===== src/rtl/srlfifo32x18.sv =====
// rtl/srlfifo32x18.sv - 32x18 shift-register FIFO with first-word fall-through output
// Optional sticky overflow flag enabled by defining SRLFIFO_ERR_EN.
module srlfifo32x18 #(
  parameter int AF_LVL = 28,
  parameter int AE_LVL = 2
) (
  input  logic        clk,
  input  logic        rst_n,
  input  logic [17:0] d,
  input  logic        iv,
  output logic        ir,
  output logic [17:0] y,
  output logic        ov,
  input  logic        ordy,
  output logic [5:0]  cnt,
  output logic        af,
  output logic        ae,
  output logic        err
);

  localparam logic [5:0] AF_C = 6'(AF_LVL);
  localparam logic [5:0] AE_C = 6'(AE_LVL);

  logic [31:0][17:0] srl_q, srl_d;
  logic [5:0]        cnt_q, cnt_d;
  logic [4:0]        rd_addr;
  logic              wr, rd;

  // Occupancy never exceeds 32, so bit 5 alone marks the full state.
  assign ir      = ~cnt_q[5];
  assign ov      = |cnt_q;
  assign wr      = iv & ir;
  assign rd      = ov & ordy;
  assign rd_addr = cnt_q[4:0] - 5'd1;
  assign y       = ov ? srl_q[rd_addr] : 18'd0;
  assign cnt     = cnt_q;
  assign af      = (cnt_q >= AF_C);
  assign ae      = (cnt_q <= AE_C);

  always_comb begin
    srl_d = srl_q;
    if (wr) srl_d = {srl_q[30:0], d};
    cnt_d = cnt_q;
    case ({wr, rd})
      2'b10:   cnt_d = cnt_q + 6'd1;
      2'b01:   cnt_d = cnt_q - 6'd1;
      default: cnt_d = cnt_q;
    endcase
  end

  // Storage carries no reset so it maps onto SRL primitives.
  always_ff @(posedge clk) begin
    srl_q <= srl_d;
  end

  always_ff @(posedge clk or negedge rst_n) begin
    if (!rst_n) cnt_q <= 6'd0;
    else        cnt_q <= cnt_d;
  end

`ifdef SRLFIFO_ERR_EN
  logic err_q, err_d;

  always_comb begin
    err_d = err_q | (iv & ~ir);
  end

  always_ff @(posedge clk or negedge rst_n) begin
    if (!rst_n) err_q <= 1'b0;
    else        err_q <= err_d;
  end

  assign err = err_q;
`else
  assign err = 1'b0;
`endif

endmodule


===== config.mk =====
export PLATFORM = sky130hd
export DESIGN_NAME = srlfifo32x18
export DESIGN_NICKNAME = d
export VERILOG_FILES = /design/src/rtl/srlfifo32x18.sv
export SDC_FILE = /design/constraint.sdc
export NUM_CORES = 1
export LEC_CHECK = 0
export CAP_MARGIN = 20
export CORE_MARGIN = 2
export CORE_UTILIZATION = 35
export CTS_CLUSTER_SIZE = 10
export DETAILED_ROUTE_END_ITERATION = 8
export PLACE_DENSITY = 0.51
export SLEW_MARGIN = 40
export SYNTH_ARGS = -nofsm -noshare
export SYNTH_HDL_FRONTEND = slang
export SYNTH_SLANG_ARGS = --single-unit

===== constraint.sdc =====
create_clock -name clk -period 32.6 [get_ports clk]
set_input_delay 3.26 -clock clk [delete_from_list [all_inputs] [get_ports clk]]
set_output_delay 3.26 -clock clk [all_outputs]
set_load 0.02 [all_outputs]

==> metrics.cfg <==
[placement]
dp.cells=1853
dpl_cell_area_um2=24200
io_buffer_count=49
dp_hpwl_um=20700
gp_congestion=0.674

[clock_network]
cts_hold_buf=0
clock_latency_ns=0.58
path_clk_slew_ns=0.06
post-cts-setup-buffer-count=0
clockBufferDepth=3
cts_made_buffers=68
cts_resized=0
root_buffer=clkbuf_16
cts_tree=done
numClockSinks=582
htree_levels=3

[synth]
ys_seq_area_share_pct=77.1
synth_enable_flop_cells=576
synth_common_cells=edfxtp_1, mux4_2, mux2i_1
ys_types=41
syn_avg_cell_area_um2=22.9
ys_ff_latch=582
yosysWarnings=0
ys_top_cells_by_area=edfxtp_1, mux4_2, mux2i_1
synthCells=989
synth_area_um2=22600
synth_most_common_cell=edfxtp_1
async_flop_share_pct=1.03
yosysTopAreaCell=edfxtp_1
netlist.area_leader.share_pct=76.4
ys.flop_type=edfxtp_1
syn_nets=1015

[job]
maxCapViolCount=0

[run_status]
status=finished clean

[setup_path]
regToRegEndpoint=srl_q[379]$_DFFE_PP_
arrival_ns=4.66
startpoint_type=register
required_ns=29.34
r2r_cells=7
r2r-start=cnt[5]$_DFFE_PN0P_
path_max_fanout=72
ff2ff_setup_slack_ns=28.47
cp-end-kind=output pin
path_class=reg2out

[drt]
drtPass1Iterations=5
avgRoutedWirePerCell_um=20.7
routed_wirelength_um=40000
via_per_inst=5.09
first_iter_violations=1008
drc=0
route.antenna.remaining_nets=0
num_vias=9842

[cells_and_area]
areaGrowthSynthToFinish_pct=14.9
antenna_cells=0
final_area_um2=26000
n_fill_cell=5651
instances_no_fill=1932
layout-drive-gt1-share_pct=22.3
finalNetCount=1094

[worst_hold_path]
hold_path.class=reg2reg
worstHoldStart=srl_q[20]$_DFFE_PP_
min_to=srl_q[38]$_DFFE_PP_
worstHoldPathCells=0

[grt]
antenna_found_initial=0
grt_max_degree=132
grtUsageMet2_pct=18.0
grt_use_met1_pct=17.8
grt_use_total_pct=12.2
grt_first_pass_wirelength_um=62900
busiest_layer=met2
grt_pass1_vias=10400
use_met3_pct=2.52
gr-total-overflow=0

[timing]
fin_crit_sh_pct=24.3
fin_setup_tns_ns=0
drv_slew=0
worstMarginPinSlew_ns=0.886
rsz0062_at_grt=false
hold_viol=0
finalCriticalPeriod_ns=7.92
fin_skew_ns=0.0144
clock.fmax_mhz=126
setup_viol_count_final=0
slew_headroom_pct=40.9

[pwr]
switching_power_mw=0.966
p_comb_share_pct=38.8
p_seq_share_pct=38.8
power_density_nw_per_um2=112
clockPowerShare_pct=22.5
p_sw_share_pct=33.0
p_int_mw=1.96
ir_worst_vdd_mv=0.0806
p_leak_nw=8.30

[floorplanning]
dieHeight_um=258
fp.dieArea_um2=66700
core_area_um2=64200
start_util_pct=35.3
rows=93
io_pins=51
die_w_um=258

==> layout make-up <==
type                       instances  area, um2  area share [%]
multi-input combinational        345       4880            18.8
timing repair buffer              66        762            2.93
inverter                           5       31.3           0.120
clock inverter                     2       17.5          0.0673
clock buffer                      77       1800            6.92
tap                              855       1070            4.11
sequential                       582      17500            67.1
==> per-layer routing <==
metal | part of all wire, % | routed length (um) | vias to the layer above
met2 | 46 | 18600 | 202
met5 | 0 | 0 | -
li1 | - | - | 4321
met1 | 47 | 18900 | 5270
met3 | 4.4 | 1750 | 49
met4 | 1.9 | 759 | 0
==> worst max path at each step <==
stage | endpoint | from | slack [ns]
after floorplan | srl_q[0]$_DFFE_PP_ | iv | 17.26
after global placement | srl_q[487]$_DFFE_PP_ | iv | 24.77
after detailed placement | y[3] | cnt[0]$_DFFE_PN0P_ | 25.17
after CTS | y[3] | cnt[0]$_DFFE_PN0P_ | 24.52
after global routing | y[9] | cnt[0]$_DFFE_PN0P_ | 24.39
final | y[3] | cnt[0]$_DFFE_PN0P_ | 24.68
==> cells by family (layout without fill, tap and decap cells) <==
logic type / Yosys count / count (layout) / synth area share, %
flops: 582 / 582 / 77.1
other cells: 1 / 1 / 0.0166
xor+xnor: 11 / 11 / 0.459
simple gates: 68 / 68 / 1.44
fa+ha+maj: 4 / 4 / 0.221
compound gates: 64 / 64 / 2.04
mux: 197 / 197 / 17.1
buf+inv: 62 / 150 / 1.70
==> power by group through the flow <==
stage                     combinational [mW]  sequential (mW)  clock [mW]
after CTS                               1.17             1.14       0.682
after floorplan                        0.796             1.19           0
after global placement                  1.14             1.14           0
after global routing                    1.22             1.15       0.708
after detailed placement                1.16             1.15           0
final                                   1.13             1.13       0.657
==> cells in the final DEF, fill, tap and decap left out, types with 2 or more instances in the layout <==
cell,count
edfxtp_1,576
mux4_2,138
clkbuf_16,71
clkdlybuf4s50_1,49
mux2i_1,46
nand2_1,35
a21oi_1,20
and2_1,16
a211oi_1,15
a32o_1,15
mux4_1,10
clkbuf_1,6
nor2_1,5
dfrtp_1,5
buf_6,5
inv_1,4
xor2_1,4
nor2b_1,4
buf_12,4
mux2_2,3
o21ai_0,3
xnor2_1,3
ha_1,3
buf_16,3
buf_4,3
nor4_1,2
a2111oi_0,2
o31ai_1,2
nor3_1,2
buf_8,2
==> registers in the layout, indices dropped and copies added, names as in the netlist <==
signal / count
cnt: 6
srl_q: 576
==> through the flow <==
step                hold WS [ns]  power, mW  util (%)  setup slack (ns)
floorplan                  0.417       1.99         -             17.26
global placement           0.421       2.28      37.4             24.77
detailed placement         0.427       2.31      37.7             25.17
CTS                        0.439       2.98      40.5             24.52
global route               0.446       3.09      40.5             24.39
finish                     0.436       2.92      40.5             24.68
==> worst max-delay path, cell delays in order (launching register included) <==
cell             delay (ns)
dfrtp_4                0.84
inv_1                  0.19
ha_4                   0.49
buf_12                 0.38
buf_16                 0.38
mux4_1                 0.40
mux4_2                 0.50
nor2b_1                0.14
nor3_1                 0.09
clkdlybuf4s50_1        0.57
Power figures use the tool's default switching activity.
